$ cat src/rtl/cpu_pkg.sv
// Shared definitions for the simple CPU core: opcodes, instruction field
// positions and the control sequencer state encoding.
package cpu_pkg;

  localparam int INSTR_W  = 32;
  localparam int OPCODE_W = 6;
  localparam int IMM_W    = 16;

  // Opcodes the sequencer treats specially.
  localparam logic [OPCODE_W-1:0] OP_NOP = 6'b000000;
  localparam logic [OPCODE_W-1:0] OP_HLT = 6'b001011;
  localparam logic [OPCODE_W-1:0] OP_JMP = 6'b001100;

  // Instruction word field positions.
  localparam int PFIX_HI = 31;
  localparam int PFIX_LO = 30;
  localparam int OP_HI   = 29;
  localparam int OP_LO   = 24;
  localparam int RS_HI   = 23;
  localparam int RS_LO   = 20;
  localparam int RD_HI   = 19;
  localparam int RD_LO   = 16;
  localparam int IMM_HI  = 15;
  localparam int IMM_LO  = 0;

  // Control sequencer states.
  typedef enum logic [2:0] {
    ST_IDLE   = 3'd0,
    ST_FETCH  = 3'd1,
    ST_DECODE = 3'd2,
    ST_EXEC   = 3'd3,
    ST_WB     = 3'd4,
    ST_HALT   = 3'd5
  } ctrl_state_t;

  // NOP and JMP leave the register file untouched; everything else writes back.
  function automatic logic op_writes_rf(input logic [OPCODE_W-1:0] op);
    return !((op == OP_NOP) || (op == OP_JMP));
  endfunction

endpackage

$ cat src/rtl/pc_counter.sv
// Program counter register: async reset to RESET_PC, jump load, wrapping increment.
module pc_counter #(
  parameter int              PC_W     = 16,
  parameter logic [PC_W-1:0] RESET_PC = '0
) (
  input  logic            clk,
  input  logic            rst,
  input  logic            load,
  input  logic [PC_W-1:0] load_val,
  input  logic            inc,
  output logic [PC_W-1:0] pc
);

  // Load takes priority over increment; increment wraps naturally at 2^PC_W.
  // NOTE: state registers use non-blocking (<=) so every flop samples the
  // pre-edge value of its inputs, independent of statement order.
  always_ff @(posedge clk or posedge rst) begin
    if (rst) begin
      pc <= RESET_PC;
    end else if (load) begin
      pc <= load_val;
    end else if (inc) begin
      pc <= pc + PC_W'(1);
    end
  end

endmodule

$ cat src/rtl/cpu_control.sv
// Multi-cycle control sequencer: fetch over req/ack, one-cycle decode enable,
// then register read, execute and writeback strobes; stops for good on HLT.
module cpu_control
  import cpu_pkg::*;
#(
  parameter int              PC_W     = 16,
  parameter logic [PC_W-1:0] RESET_PC = '0
) (
  input  logic                clk,
  input  logic                rst,
  input  logic                run,
  output logic                imem_req,
  output logic [PC_W-1:0]     imem_addr,
  input  logic                imem_ack,
  input  logic [INSTR_W-1:0]  imem_data,
  output logic [INSTR_W-1:0]  instr,
  output logic                dec_en,
  input  logic                dec_halt,
  input  logic [OPCODE_W-1:0] dec_opcode,
  input  logic [IMM_W-1:0]    dec_imm,
  output logic                rf_re,
  output logic                alu_en,
  output logic                rf_we,
  output logic [PC_W-1:0]     pc,
  output logic [15:0]         icount,
  output logic                busy,
  output logic                halted
);

  ctrl_state_t         state;
  ctrl_state_t         state_nx;
  logic [OPCODE_W-1:0] op_q;
  logic [IMM_W-1:0]    imm_q;
  logic                pc_load;
  logic                pc_inc;
  logic [PC_W-1:0]     jmp_target;

  // State register.
  always_ff @(posedge clk or posedge rst) begin
    if (rst) begin
      state <= ST_IDLE;
    end else begin
      state <= state_nx;
    end
  end

  // Next-state logic and registered-state output decodes.
  // NOTE: every signal written here gets a default first, so no path can
  // leave one unassigned and infer a latch.
  always_comb begin
    state_nx = state;
    imem_req = 1'b0;
    dec_en   = 1'b0;
    rf_re    = 1'b0;
    alu_en   = 1'b0;
    rf_we    = 1'b0;
    busy     = 1'b0;
    halted   = 1'b0;
    pc_load  = 1'b0;
    pc_inc   = 1'b0;
    unique case (state)
      ST_IDLE: begin
        if (run) state_nx = ST_FETCH;
      end
      ST_FETCH: begin
        imem_req = 1'b1;
        busy     = 1'b1;
        if (imem_ack) state_nx = ST_DECODE;
      end
      ST_DECODE: begin
        dec_en   = 1'b1;
        rf_re    = 1'b1;
        busy     = 1'b1;
        state_nx = dec_halt ? ST_HALT : ST_EXEC;
      end
      ST_EXEC: begin
        alu_en   = 1'b1;
        busy     = 1'b1;
        state_nx = ST_WB;
      end
      ST_WB: begin
        rf_we    = op_writes_rf(op_q);
        busy     = 1'b1;
        pc_load  = (op_q == OP_JMP);
        pc_inc   = (op_q != OP_JMP);
        state_nx = run ? ST_FETCH : ST_IDLE;
      end
      ST_HALT: begin
        halted = 1'b1;
      end
      default: begin
        state_nx = ST_IDLE;
      end
    endcase
  end

  // Latch the fetched word only in the ack cycle; stray acks elsewhere are ignored.
  always_ff @(posedge clk or posedge rst) begin
    if (rst) begin
      instr <= '0;
    end else if ((state == ST_FETCH) && imem_ack) begin
      instr <= imem_data;
    end
  end

  // Hold the decoder's opcode and immediate for use in writeback.
  always_ff @(posedge clk or posedge rst) begin
    if (rst) begin
      op_q  <= OP_NOP;
      imm_q <= '0;
    end else if (state == ST_DECODE) begin
      op_q  <= dec_opcode;
      imm_q <= dec_imm;
    end
  end

  // Retired-instruction counter; HLT never reaches WB so it is not counted.
  always_ff @(posedge clk or posedge rst) begin
    if (rst) begin
      icount <= '0;
    end else if (state == ST_WB) begin
      icount <= icount + 16'd1;
    end
  end

  assign jmp_target = PC_W'(imm_q);
  assign imem_addr  = pc;

  pc_counter #(
    .PC_W     (PC_W),
    .RESET_PC (RESET_PC)
  ) u_pc_counter (
    .clk      (clk),
    .rst      (rst),
    .load     (pc_load),
    .load_val (jmp_target),
    .inc      (pc_inc),
    .pc       (pc)
  );

endmodule
$ cat config.mk
export PLATFORM = sky130hd
export DESIGN_NAME = cpu_control
export DESIGN_NICKNAME = d
export VERILOG_FILES = /design/src/rtl/cpu_pkg.sv /design/src/rtl/pc_counter.sv /design/src/rtl/cpu_control.sv
export SDC_FILE = /design/constraint.sdc
export NUM_CORES = 1
export LEC_CHECK = 0
export ABC_CLOCK_PERIOD_IN_PS = 3000
export BUFFER_PORTS_ARGS = -buffer_cell sky130_fd_sc_hd__buf_4
export CAP_MARGIN = 30
export CORE_MARGIN = 2
export CORE_UTILIZATION = 35
export CTS_BUF_LIST = sky130_fd_sc_hd__clkbuf_2 sky130_fd_sc_hd__clkbuf_4 sky130_fd_sc_hd__clkbuf_8
export DETAILED_ROUTE_END_ITERATION = 8
export SETUP_SLACK_MARGIN = 0.2
export SLEW_MARGIN = 20
export SYNTH_ARGS = -nofsm -noshare
export SYNTH_HDL_FRONTEND = slang
export SYNTH_SLANG_ARGS = --single-unit
export TNS_END_PERCENT = 1
$ cat constraint.sdc
create_clock -name clk -period 3 [get_ports clk]
set_input_delay 0.6 -clock clk [delete_from_list [all_inputs] [get_ports clk]]
set_output_delay 0.6 -clock clk [all_outputs]
set_load 0.02 [all_outputs]
==> results.cfg <==
[critical_path]
r2r_start = op_q[0]
cp-endpoint = rf_we
reg2reg_depth = 4
startpoint = state[2]
cp.required_ps = 2400
endpoint_kind = output port
criticalPathCategory = register to output port
path_max_fanout = 13
r2r_slack_ps = 740
reg2reg_to = u_pc_counter.pc[14]
worstPathArrival_ps = 1870
start_kind = register

[min_path]
hp-class = input pin to async pin

[placement]
gp_congestion = 0.764
dp_hpwl_um = 7260
dp.cells = 603
port_buffers = 145

[clock_tree]
path_clk_slew_ps = 80
cts_tree = done
hold_buffers = 0
numCtsBuffers = 9
cts_resized = 0
clkLatencyLatePin_ps = 360
htreeDepth = 3
clock_path_buffers = 2
cts_sinks = 89
cts_root_buf = clkbuf_8
post_cts_buffers = 0

[layout]
layout.area.seq_mm2 = 0.00223
multi_input_area_mm2 = 0.00164
n_antenna_cell = 0
area_growth_pct = 33.1
fin_nets = 532
final_cells = 618
drive_gt1_frac = 0.488
fill_cells = 1073
final_util = 0.478

[floorplanning]
num_rows = 39
fp.dieH_um = 112
core-area_mm2 = 0.0114
ios = 146
dieArea_mm2 = 0.0126
die_w_um = 112
start_util = 0.360

[yosys]
syn_avg_cell_area_um2 = 12.0
ys_seq_area_frac = 0.543
syn-cell-area_mm2 = 0.00411
synth_edf_count = 0
yosys_warnings = 0
synth.distinct_cells = 45
syn_inst = 342
ys_ff_latch = 89
yosys_most_used_dff = dfrtp_1
synth-async-reset-ratio = 1.00
syn-num-nets = 403

[power_and_ir_drop]
ir_drop_mv = 0.521
leakage_uw = 0.00254
power.density_mw_per_mm2 = 953

[detailed_routing]
drt_iter0_drc = 126
routedWlPerCell_um = 15.9
drc = 0
drtAntennaViolNets = 0
vias = 3133
via_per_inst = 5.07
drt_wl_total_um = 9840
dr.pass1.iters = 4

[sta]
setup_violations = 0
fin_worst_skew_ps = 13.2
hold_viol_final = 0
period_minus_slack_ps = 2470
timing.fmax_mhz = 405
rsz0062_at_grt = no
finalMaxSlewViolations = 0
period_share = 0.822
tightest_slew_ps = 821
relSlewSlack = 0.453
finalSetupTns_ps = 0

[grt]
overflow = 0
grt_pass1_wl_um = 16000
antenna_found_initial = 0
grtUsageTotal = 0.158
grt_max_degree = 36
first_global_vias = 3186

[run_status]
run_status = finished clean

[run]
drv_cap = 0
-- critical path: stages, from the launching register on --
cell	delay, ps
dfrtp_1	630
or3b_1	550
nor2_1	160
buf_4	160
-- cell usage in the layout, fill, tap and decap left out, drive strengths merged, types with 2 or more instances in the layout --
master,count
xnor2,12
a2bb2oi,7
or2,3
dfrtp,89
mux2,54
o22ai,6
nand4,9
buf,154
nor2,14
and3,5
clkbuf,13
a31oi,3
nor4,3
a311oi,2
a21oi,9
ha,2
xor2,5
a211oi,3
nand2,19
inv,7
clkinvlp,2
o2bb2ai,2
nand3,11
and4,7
mux2i,3
o21ai,8
nor3b,3
nor3,6
-- synth_stat cells, drive strengths merged (5+ instances only) --
master,number,share of area
xnor2,12,0.026
nand2,19,0.017
o21ai,8,0.0098
a21oi,9,0.011
dfrtp,89,0.54
nand3,11,0.013
o22ai,6,0.0091
nor3,6,0.0073
and4,7,0.015
clkbuf,10,0.0091
inv,8,0.0073
and3,5,0.0076
a2bb2oi,7,0.015
mux2,54,0.15
nor2,14,0.013
buf,26,0.047
xor2,5,0.011
nand4,9,0.014
-- per-layer routing --
metal,wire length (µm),track usage,part of all wire,vias up
met1,4240,0.205,0.43,1538
met4,167,0.0659,0.017,0
met2,4700,0.250,0.48,107
met3,738,0.0427,0.075,11
li1,-,-,-,1477
met5,0,0,0,-
-- per-stage QoR --
step                      instance area, µm²  hold slack [ps]  total power (µW)  worst slack (ps)
after floorplan                         4110              475              3490               883
after global placement                  5240              465              4320               790
after detailed placement                5260              471              4400               756
after CTS                               5460              229              5270               506
after global routing                    5460              251              5530               412
final                                   5460              242              5210               533
-- registers in the layout, indices dropped and copies added, names as in the netlist --
| signal | cells |
|---|---|
| op_q | 6 |
| state | 3 |
| imm_q | 16 |
| u_pc_counter.pc | 16 |
| instr | 32 |
| icount | 16 |
-- power breakdown --
part	switching [µW]	internal (µW)	leakage (µW)	total, µW
Combinational	1120	1120	0.00134	2250
Clock	414	446	0.000103	859
Sequential	426	1670	0.00110	2100
-- cells by family (layout without fill, tap and decap cells) --
group	count (synthesis)	count (layout)	share of synthesized area
AO/OA/AOI/OAI	48	48	0.0814
XOR/XNOR	17	17	0.0363
adder cells (fa/ha/maj)	2	2	0.00609
buffers and inverters	44	177	0.0631
flip-flops	89	89	0.543
multiplexers	57	57	0.155
AND/OR/NAND/NOR	85	85	0.115
-- worst min-delay path by stage --
stage / end / slack (ps) / cells after the start
after global placement: icount[15] / 470 / 1
after CTS: instr[21] / 230 / 2
after detailed placement: icount[15] / 470 / 1
final: instr[17] / 240 / 2
after floorplan: imm_q[4] / 480 / 1
after global routing: instr[30] / 250 / 2
-- cell type report --
type,count,share of cell area
repair buffers,154,0.216
multi-input cells,209,0.300
well taps,143,0.0328
flip-flops and latches,89,0.408
clock inverters,2,0.00687
clock buffers,13,0.0305
inverters,8,0.00618
Power figures use the tool's default switching activity.
